File: src/rtl/id_ex_ctrl.sv
// ID-stage decode, load-use/multi-cycle hazard control and the ID/EX control register.
module id_ex_ctrl #(
    parameter int unsigned M_EXT      = 1,
    parameter int unsigned MD_LATENCY = 4
) (
    input  logic        clk,
    input  logic        rstn,
    input  logic        id_valid,
    input  logic [31:0] id_inst,
    input  logic        flush,
    output logic        stall_id,
    output logic        ex_valid,
    output logic        ex_regwrite,
    output logic        ex_memwrite,
    output logic        ex_memread,
    output logic        ex_alusrc,
    output logic [4:0]  ex_aluop,
    output logic [5:0]  ex_extop,
    output logic [2:0]  ex_npcop,
    output logic [2:0]  ex_dmtype,
    output logic [1:0]  ex_wdsel,
    output logic        ex_md,
    output logic [2:0]  ex_mdop,
    output logic [4:0]  ex_rd,
    output logic        ex_illegal
);

    localparam int unsigned CNT_W = 4;
    localparam logic [CNT_W-1:0] CNT_RELOAD = CNT_W'(MD_LATENCY - 1);

    localparam logic [6:0] OP_R     = 7'b0110011;
    localparam logic [6:0] OP_I     = 7'b0010011;
    localparam logic [6:0] OP_L     = 7'b0000011;
    localparam logic [6:0] OP_S     = 7'b0100011;
    localparam logic [6:0] OP_B     = 7'b1100011;
    localparam logic [6:0] OP_JAL   = 7'b1101111;
    localparam logic [6:0] OP_JALR  = 7'b1100111;
    localparam logic [6:0] OP_LUI   = 7'b0110111;
    localparam logic [6:0] OP_AUIPC = 7'b0010111;

    localparam logic [6:0] F7_BASE = 7'b0000000;
    localparam logic [6:0] F7_ALT  = 7'b0100000;
    localparam logic [6:0] F7_MUL  = 7'b0000001;

    localparam logic [4:0] ALU_LUI   = 5'b00001;
    localparam logic [4:0] ALU_AUIPC = 5'b00010;
    localparam logic [4:0] ALU_ADD   = 5'b00011;
    localparam logic [4:0] ALU_SUB   = 5'b00100;
    localparam logic [4:0] ALU_BNE   = 5'b00101;
    localparam logic [4:0] ALU_BLT   = 5'b00110;
    localparam logic [4:0] ALU_BGE   = 5'b00111;
    localparam logic [4:0] ALU_BLTU  = 5'b01000;
    localparam logic [4:0] ALU_BGEU  = 5'b01001;
    localparam logic [4:0] ALU_SLT   = 5'b01010;
    localparam logic [4:0] ALU_SLTU  = 5'b01011;
    localparam logic [4:0] ALU_XOR   = 5'b01100;
    localparam logic [4:0] ALU_OR    = 5'b01101;
    localparam logic [4:0] ALU_AND   = 5'b01110;
    localparam logic [4:0] ALU_SLL   = 5'b01111;
    localparam logic [4:0] ALU_SRL   = 5'b10000;
    localparam logic [4:0] ALU_SRA   = 5'b10001;

    localparam logic [5:0] EXT_SHAMT = 6'b100000;
    localparam logic [5:0] EXT_I     = 6'b010000;
    localparam logic [5:0] EXT_S     = 6'b001000;
    localparam logic [5:0] EXT_B     = 6'b000100;
    localparam logic [5:0] EXT_U     = 6'b000010;
    localparam logic [5:0] EXT_J     = 6'b000001;

    localparam logic [2:0] NPC_BRANCH = 3'b001;
    localparam logic [2:0] NPC_JUMP   = 3'b010;
    localparam logic [2:0] NPC_JALR   = 3'b100;

    localparam logic [2:0] DM_W  = 3'b000;
    localparam logic [2:0] DM_H  = 3'b001;
    localparam logic [2:0] DM_HU = 3'b010;
    localparam logic [2:0] DM_B  = 3'b011;
    localparam logic [2:0] DM_BU = 3'b100;

    localparam logic [1:0] WD_MEM = 2'b01;
    localparam logic [1:0] WD_PC  = 2'b10;

    typedef struct packed {
        logic       valid;
        logic       regwrite;
        logic       memwrite;
        logic       memread;
        logic       alusrc;
        logic [4:0] aluop;
        logic [5:0] extop;
        logic [2:0] npcop;
        logic [2:0] dmtype;
        logic [1:0] wdsel;
        logic       md;
        logic [2:0] mdop;
        logic [4:0] rd;
        logic       illegal;
    } bundle_t;

    typedef enum logic {IDLE, BUSY} state_t;

    logic [6:0] opcode;
    logic [6:0] funct7;
    logic [2:0] funct3;
    logic [4:0] rs1;
    logic [4:0] rs2;

    bundle_t            dec;
    bundle_t            ex_q;
    bundle_t            ex_d;
    logic               bad;
    logic               use_rs1;
    logic               use_rs2;
    logic               lu;
    state_t             state_q;
    state_t             state_d;
    logic [CNT_W-1:0]   cnt_q;
    logic [CNT_W-1:0]   cnt_d;

    assign opcode = id_inst[6:0];
    assign funct3 = id_inst[14:12];
    assign funct7 = id_inst[31:25];
    assign rs1    = id_inst[19:15];
    assign rs2    = id_inst[24:20];

    // Decode the ID instruction into a control bundle and its source-use flags.
    always_comb begin
        dec     = '0;
        bad     = 1'b0;
        use_rs1 = 1'b0;
        use_rs2 = 1'b0;
        case (opcode)
            OP_R: begin
                dec.regwrite = 1'b1;
                use_rs1      = 1'b1;
                use_rs2      = 1'b1;
                if (funct7 == F7_MUL && M_EXT != 0) begin
                    dec.md   = 1'b1;
                    dec.mdop = funct3;
                end else if (funct7 == F7_BASE) begin
                    case (funct3)
                        3'b000:  dec.aluop = ALU_ADD;
                        3'b001:  dec.aluop = ALU_SLL;
                        3'b010:  dec.aluop = ALU_SLT;
                        3'b011:  dec.aluop = ALU_SLTU;
                        3'b100:  dec.aluop = ALU_XOR;
                        3'b101:  dec.aluop = ALU_SRL;
                        3'b110:  dec.aluop = ALU_OR;
                        default: dec.aluop = ALU_AND;
                    endcase
                end else if (funct7 == F7_ALT && funct3 == 3'b000) begin
                    dec.aluop = ALU_SUB;
                end else if (funct7 == F7_ALT && funct3 == 3'b101) begin
                    dec.aluop = ALU_SRA;
                end else begin
                    bad = 1'b1;
                end
            end
            OP_I: begin
                dec.regwrite = 1'b1;
                dec.alusrc   = 1'b1;
                dec.extop    = EXT_I;
                use_rs1      = 1'b1;
                case (funct3)
                    3'b000: dec.aluop = ALU_ADD;
                    3'b010: dec.aluop = ALU_SLT;
                    3'b011: dec.aluop = ALU_SLTU;
                    3'b100: dec.aluop = ALU_XOR;
                    3'b110: dec.aluop = ALU_OR;
                    3'b111: dec.aluop = ALU_AND;
                    3'b001: begin
                        dec.extop = EXT_SHAMT;
                        dec.aluop = ALU_SLL;
                        bad       = (funct7 != F7_BASE);
                    end
                    default: begin
                        dec.extop = EXT_SHAMT;
                        if (funct7 == F7_BASE)     dec.aluop = ALU_SRL;
                        else if (funct7 == F7_ALT) dec.aluop = ALU_SRA;
                        else                       bad = 1'b1;
                    end
                endcase
            end
            OP_L: begin
                dec.regwrite = 1'b1;
                dec.memread  = 1'b1;
                dec.alusrc   = 1'b1;
                dec.aluop    = ALU_ADD;
                dec.extop    = EXT_I;
                dec.wdsel    = WD_MEM;
                use_rs1      = 1'b1;
                case (funct3)
                    3'b000:  dec.dmtype = DM_B;
                    3'b001:  dec.dmtype = DM_H;
                    3'b010:  dec.dmtype = DM_W;
                    3'b100:  dec.dmtype = DM_BU;
                    3'b101:  dec.dmtype = DM_HU;
                    default: bad = 1'b1;
                endcase
            end
            OP_S: begin
                dec.memwrite = 1'b1;
                dec.alusrc   = 1'b1;
                dec.aluop    = ALU_ADD;
                dec.extop    = EXT_S;
                use_rs1      = 1'b1;
                use_rs2      = 1'b1;
                case (funct3)
                    3'b000:  dec.dmtype = DM_B;
                    3'b001:  dec.dmtype = DM_H;
                    3'b010:  dec.dmtype = DM_W;
                    default: bad = 1'b1;
                endcase
            end
            OP_B: begin
                dec.npcop = NPC_BRANCH;
                dec.extop = EXT_B;
                use_rs1   = 1'b1;
                use_rs2   = 1'b1;
                case (funct3)
                    3'b000:  dec.aluop = ALU_SUB;
                    3'b001:  dec.aluop = ALU_BNE;
                    3'b100:  dec.aluop = ALU_BLT;
                    3'b101:  dec.aluop = ALU_BGE;
                    3'b110:  dec.aluop = ALU_BLTU;
                    3'b111:  dec.aluop = ALU_BGEU;
                    default: bad = 1'b1;
                endcase
            end
            OP_JAL: begin
                dec.regwrite = 1'b1;
                dec.npcop    = NPC_JUMP;
                dec.extop    = EXT_J;
                dec.wdsel    = WD_PC;
            end
            OP_JALR: begin
                dec.regwrite = 1'b1;
                dec.npcop    = NPC_JALR;
                dec.alusrc   = 1'b1;
                dec.aluop    = ALU_ADD;
                dec.extop    = EXT_I;
                dec.wdsel    = WD_PC;
                use_rs1      = 1'b1;
                bad          = (funct3 != 3'b000);
            end
            OP_LUI: begin
                dec.regwrite = 1'b1;
                dec.alusrc   = 1'b1;
                dec.aluop    = ALU_LUI;
                dec.extop    = EXT_U;
            end
            OP_AUIPC: begin
                dec.regwrite = 1'b1;
                dec.alusrc   = 1'b1;
                dec.aluop    = ALU_AUIPC;
                dec.extop    = EXT_U;
            end
            default: bad = 1'b1;
        endcase
        if (bad) begin
            dec         = '0;
            dec.illegal = 1'b1;
            use_rs1     = 1'b0;
            use_rs2     = 1'b0;
        end
        dec.valid = 1'b1;
        dec.rd    = dec.regwrite ? id_inst[11:7] : 5'd0;
    end

    // Load in EX whose destination feeds a source of the valid ID instruction.
    assign lu = ex_q.valid & ex_q.memread & (ex_q.rd != 5'd0) & id_valid &
                ((use_rs1 & (rs1 == ex_q.rd)) | (use_rs2 & (rs2 == ex_q.rd)));

    assign stall_id = ~flush & (lu | (state_q == BUSY));

    // Next EX bundle and multi-cycle occupancy state; redirect beats everything.
    always_comb begin
        state_d = state_q;
        cnt_d   = cnt_q;
        ex_d    = ex_q;
        if (flush) begin
            state_d = IDLE;
            cnt_d   = '0;
            ex_d    = '0;
        end else if (state_q == BUSY) begin
            cnt_d = cnt_q - CNT_W'(1);
            if (cnt_q == CNT_W'(1)) state_d = IDLE;
        end else if (lu || !id_valid) begin
            ex_d = '0;
        end else begin
            ex_d = dec;
            if (dec.md && MD_LATENCY > 1) begin
                state_d = BUSY;
                cnt_d   = CNT_RELOAD;
            end
        end
    end

    // ID/EX register and FSM state.
    always_ff @(posedge clk or negedge rstn) begin
        if (!rstn) begin
            state_q <= IDLE;
            cnt_q   <= '0;
            ex_q    <= '0;
        end else begin
            state_q <= state_d;
            cnt_q   <= cnt_d;
            ex_q    <= ex_d;
        end
    end

    assign ex_valid    = ex_q.valid;
    assign ex_regwrite = ex_q.regwrite;
    assign ex_memwrite = ex_q.memwrite;
    assign ex_memread  = ex_q.memread;
    assign ex_alusrc   = ex_q.alusrc;
    assign ex_aluop    = ex_q.aluop;
    assign ex_extop    = ex_q.extop;
    assign ex_npcop    = ex_q.npcop;
    assign ex_dmtype   = ex_q.dmtype;
    assign ex_wdsel    = ex_q.wdsel;
    assign ex_md       = ex_q.md;
    assign ex_mdop     = ex_q.mdop;
    assign ex_rd       = ex_q.rd;
    assign ex_illegal  = ex_q.illegal;

endmodule

File: config.mk
export PLATFORM = sky130hd
export DESIGN_NAME = id_ex_ctrl
export DESIGN_NICKNAME = d
export VERILOG_FILES = /design/src/rtl/id_ex_ctrl.sv
export SDC_FILE = /design/constraint.sdc
export NUM_CORES = 1
export LEC_CHECK = 0
export CAP_MARGIN = 20
export CELL_PAD_IN_SITES_DETAIL_PLACEMENT = 1
export CELL_PAD_IN_SITES_GLOBAL_PLACEMENT = 2
export CORE_UTILIZATION = 28
export DETAILED_ROUTE_END_ITERATION = 8
export GPL_TIMING_DRIVEN = 0
export PLACE_DENSITY_LB_ADDON = 0.3
export RECOVER_POWER = 50
export SYNTH_ARGS = -nofsm -noshare
export SYNTH_HDL_FRONTEND = slang
export SYNTH_SLANG_ARGS = --single-unit
File: constraint.sdc
create_clock -name clk -period 3.8 [get_ports clk]
set_input_delay 0.76 -clock clk [delete_from_list [all_inputs] [get_ports clk]]
set_output_delay 0.76 -clock clk [all_outputs]
set_load 0.02 [all_outputs]
* Yosys cells after proc, flatten, opt, wreduce, memory -nomap -nowiden
Index checks and enable logic that the tools add are counted.
** Word-level totals
- Register bits after elaboration :: 39
- Bits of input ports :: 36
** Cells by class
- $add $sub $neg :: 1
- Equal/unequal tests :: 23
- Multiplexer cells :: 52
- Bitwise gates (word level) :: 10
- Reduce and logical (&&, ||, !) cells :: 24
** Operators with widths (number)
- $mux 34 :: 3
- $pmux 5 s7 :: 2
- $pmux 6 s6 :: 1
- $mux 5 :: 7
- $mux 33 :: 1
- $pmux 5 s6 :: 1
- $eq 7x6->1 const B :: 4
- $mux 4 :: 6
- $pmux 4 s6 :: 1
- $reduce_or 6->1 :: 4
- $mux 1 :: 22
- $eq 7x7->1 const B :: 3
- $eq 7x5->1 const B :: 2
- $eq 3x3->1 const B :: 4
- $pmux 3 s4 :: 1
- $reduce_or 3->1 :: 4
- $eq 5x5->1 :: 2
- $pmux 3 s3 :: 1
- $pmux 2 s2 :: 2
- $and 1x1->1 :: 7
- $eq 7x1->1 const B :: 1
- $eq 7x2->1 const B :: 1
- $logic_not 7->1 :: 1
- $pmux 1 s7 :: 1
- 22 further kinds :: 28

* Depth between registers and ports, before layout
- Depth in word-level cells :: 15
- Mapped depth :: 9
- Mapped depth without buffers :: 6

* Least setup slack after synthesis
Ideal clock, no wire load.
- Path kind :: in2out
- From :: input id_inst[28]
- To :: output stall_id
- Arrival time :: 2.637 ns
- Required time :: 3.040 ns
- Setup slack :: 0.403 ns
- Cell stages on the path :: 6
- Path buffers :: 0
- Cells stage by stage :: or4_4 a2111oi_4 a211oi_2 nor4b_4 a21oi_1 nor2_1
** On the way
- Cells in the longest elaborated chain, start to end :: 13
- Elaborated cells between the ends (all ways) :: 22
** RTL lines
- from (decl) :: line 9 : input logic [31:0] id_inst,
- $eq 7x6->1 :: line 151, 153, 179
- $logic_and 1x1->1 :: line 153 : end else if (funct7 == F7_ALT && funct3 == 3'b101) begin
- $mux 1 :: line 153
- $mux 1 :: line 151 : end else if (funct7 == F7_ALT && funct3 == 3'b000) begin
- $mux 1 :: line 140 : end else if (funct7 == F7_BASE) begin
- $mux 1 :: line 137 : if (funct7 == F7_MUL && M_EXT != 0) begin
- $pmux 1 s7 (*) :: line 132 : case (opcode)
- $mux 1 :: line 260 : if (bad) begin
- $and 1x1->1 :: line 272 : ((use_rs1 & (rs1 == ex_q.rd)) | (use_rs2 & (rs2 == ex_q.rd)));
- $or 1x1->1 (*) :: line 272
- $and 1x1->1 (*) :: line 271 : assign lu = ex_q.valid & ex_q.memread & (ex_q.rd != 5'd0) & id_valid &
- $or 1x1->1 (*) :: line 274 : assign stall_id = ~flush & (lu | (state_q == BUSY));
- $and 1x1->1 (*) :: line 274
- to (decl) :: line 11 : output logic stall_id,
Every way passes the cells marked *; elsewhere a longest branch is shown, timed or not.

* Final worst setup path
- From :: input id_inst[0]
- To :: output stall_id
** On the way
- Cells in the longest elaborated chain, start to end :: 9
- Elaborated cells between the ends (all ways) :: 23
** RTL lines (line)
- $eq 7x5->1, or another cell as far along :: 132
- $reduce_or 3->1 (no source line) or $reduce_or 6->1 (tied branches)
- $pmux 1 s7 or $mux 1 (tied branches) :: 132
- $mux 1 :: 260
- $and 1x1->1 :: 272
- $or 1x1->1 (*) :: 272
- $and 1x1->1 (*) :: 271
- $or 1x1->1 (*) :: 274
- $and 1x1->1 (*) :: 274
Marks and branches as above.

==> impl_metrics.toml <==
[logic_synthesis]
synthCells = 272
synthSimpleGateAreaFrac = 0.2250
synth_adder_area_share = 0.01025
synth.top_cell.area_share = 0.3895
synth_top_area_cell = "dfrtp_1"
post_synth.cell_area_avg_um2 = 8.975
synth-async-reset-ratio = 1.000
synth_top_flop_cell = "dfrtp_1"
synth_top_family_by_area = "compound AO/OA/AOI/OAI gates"
syn-cell-area_um2 = 2441
synth_xor_area_frac = 0.04664
ys_types = 61
yosysSeqAreaShare = 0.3895
synth_compound_area_frac = 0.2629
synth_nets = 310
synth_mux_area_frac = 0
yosys_warnings = 0
synth-edff-count = 0
synth_seq_cells = 38
synthTopCellsByArea = "dfrtp_1 (39%), nand2_1 (6.6%), o21ai_0 (3.7%)"

[routing]
via_per_inst = 5.245
avgRoutedWirePerCell_um = 17.17
drc = 0
vias = 2376
drtAntennaViolNets = 0
drtIter0Drc = 67
wirelength_um = 7776
drt_first_pass_iters = 4

[clocking]
cts_made_buffers = 5
clk_pin_slew_worst_paths_ns = 0.08
holdBufCountCts = 0
clockBufferDepth = 2
ctsRootBufferMaster = "clkbuf_8"
cts.sinks = 38
htree_levels = 2
cts_tree = "done"
clk_latency_ns = 0.29

[critical_path]
r2r-start = "ex_rd[1]"
slowest_delay_ns = 0.52
r2r_slack_ns = 1.41
r2r_cells = 7
timing.critical_path.from = "id_inst[0]"
r2r-end = "ex_mdop[1]"
end_kind = "primary output"
slowest_stage = "or4b_4"
path_cells = "clkdlybuf4s50_1, and3b_1, clkbuf_4, buf_8, nand4b_1, or4b_4, a21oi_4, a21oi_1, nor2_1, buf_4"
crit_family = "buffers and inverters"
path_buf_inv = 4
worstPathMaxFanout = 10
crit_cells = 10
critical_path_class = "in -> out"
arrival_ns = 2.89
worstSetupEndpoint = "stall_id"
required_ns = 3.04
start_kind = "primary input"

[timing]
finalSetupTns_ns = 0
worst_slack_ns = 0.1503
setup_viol = 0
grt_setup_unrepaired = "no"
finalCritPeriodShare = 0.9604
tightestPinTransition_ns = 2.088
final.min_clock_period_ns = 3.650
drv_slew = 38
hold_viol_final = 0
max-slew-margin-rel = -0.3917
max_freq_mhz = 274.0
skew_ns = 0.008718

[placement]
io_buffers = 67
hpwlAfterDp_um = 6050
place.gp.congestion = 0.8465
dpl_worst_slack_ns = -0.7986

[run_status]
outcome = "complete, but fails checks"
violations = "capacitance limit, slew limit"

[final_layout]
diodes = 0
drive_gt1_frac = 0.1351
register_area_um2 = 950.9
multi_input_area_um2 = 1358
fillers = 1001
syn_to_final_growth_pct = 38.08
final_nets = 387

[grt]
grt_max_degree = 38
first_global_vias = 2429
antenna_found_initial = 0
grt_use_total = 0.1848
grt_pass1_wl_um = 12740
gr-total-overflow = 0

[power]
p_per_area_nw_per_um2 = 242.1
leakagePower_uw = 0.001372
worst_ir_drop_vdd_mv = 0.1246

[floorplanning]
die_x_um = 95.37
dieArea_um2 = 9095
rows = 33
initial_utilization = 0.2927
ioPinCount = 71
core_um2 = 8341
dieHeight_um = 95.37

[worst_hold_path]
holdCritPathClass = "in -> async"

[job]
max_cap_violations = 1
-- registers in the layout, summed over array words and instances, names as in the netlist, 2 cells and up --
register / cells
cnt_q: 4
ex_aluop: 5
ex_dmtype: 3
ex_extop: 6
ex_mdop: 3
ex_npcop: 3
ex_rd: 5
ex_wdsel: 2
-- power by group --
part	leakage, µW	internal [µW]	switching [µW]	total, µW
clock network	0.0000431	140	136	276
registers	0.000529	406	1.40	407
logic	0.000799	59.6	73.3	133
-- worst min path at each step --
stage / endpoint / cells after the start
2_1_floorplan: cnt_q[0] / 0
3_3_place_gp: ex_memwrite / 2
3_5_place_dp: ex_memwrite / 2
4_1_cts: ex_extop[5] / 1
5_1_grt: ex_extop[5] / 1
6_report: ex_extop[5] / 1
-- repair_timing --
action,CTS,global route
resized for setup,12,5
setup endpoints to repair,1,1
buffers inserted,2,0
pin swaps,2,0
-- cell usage in the layout, fill, tap and decap left out, types with 5 or more instances in the layout --
| master | n |
|---|---|
| a21oi_1 | 13 |
| dlygate4sd3_1 | 18 |
| nor3_1 | 13 |
| xnor2_1 | 7 |
| clkdlybuf4s50_1 | 46 |
| clkbuf_1 | 8 |
| nor2_1 | 17 |
| nand2_1 | 43 |
| o21ai_2 | 10 |
| xor2_1 | 6 |
| inv_1 | 8 |
| a22o_1 | 5 |
| dfrtp_1 | 38 |
| a32o_1 | 5 |
| o21ai_0 | 18 |
| clkbuf_8 | 6 |
-- layer usage --
metal | global-route usage | part of all wire
met2 | 0.3077 | 0.49
met5 | 0 | 0
met3 | 0.02313 | 0.030
met4 | 0.05224 | 0.012
met1 | 0.2507 | 0.47
-- final cells by class --
type,count,share of cell area
buffer,19,0.04046
multi-input combinational,206,0.4027
tap,105,0.03898
inverter,9,0.01002
sequential,38,0.2821
timing repair buffer,70,0.2012
clock buffer,6,0.02450
-- Yosys cell counts (6+ instances only) --
library cell  number
a21oi_1           14
clkbuf_1           7
dfrtp_1           38
inv_1              8
nand2_1           43
nor2_1            18
nor3_1            13
o21ai_0           18
o21ai_2           10
xnor2_1            7
xor2_1             6
-- kinds of logic (layout without fill, tap and decap cells) --
logic type,Yosys count,after routing
AOI/OAI and AO/OA,83,83
xor gates and xnor gates,13,13
buffers and inverters,28,104
and+or+nand+nor,108,108
adders and majority gates,2,2
DFF,38,38
-- per-stage QoR --
| step | hold slack, ns | instance area [µm²] | power [µW] | instances | utilization |
|---|---|---|---|---|---|
| final | 0.2393 | 3371 | 816.2 | 453 | 0.4041 |
| after global routing | 0.2410 | 3371 | 851.3 | 453 | 0.4041 |
| after CTS | 0.2489 | 3378 | 826.7 | 453 | 0.4050 |
| after detailed placement | 0.4698 | 3258 | 548.8 | 445 | 0.3906 |
| after global placement | 0.4608 | 3243 | 545.7 | 444 | 0.3888 |
| after floorplan | 0.4644 | 2441 | 475.3 | 272 | - |
Note: power is estimated with default switching activity, not from simulation.
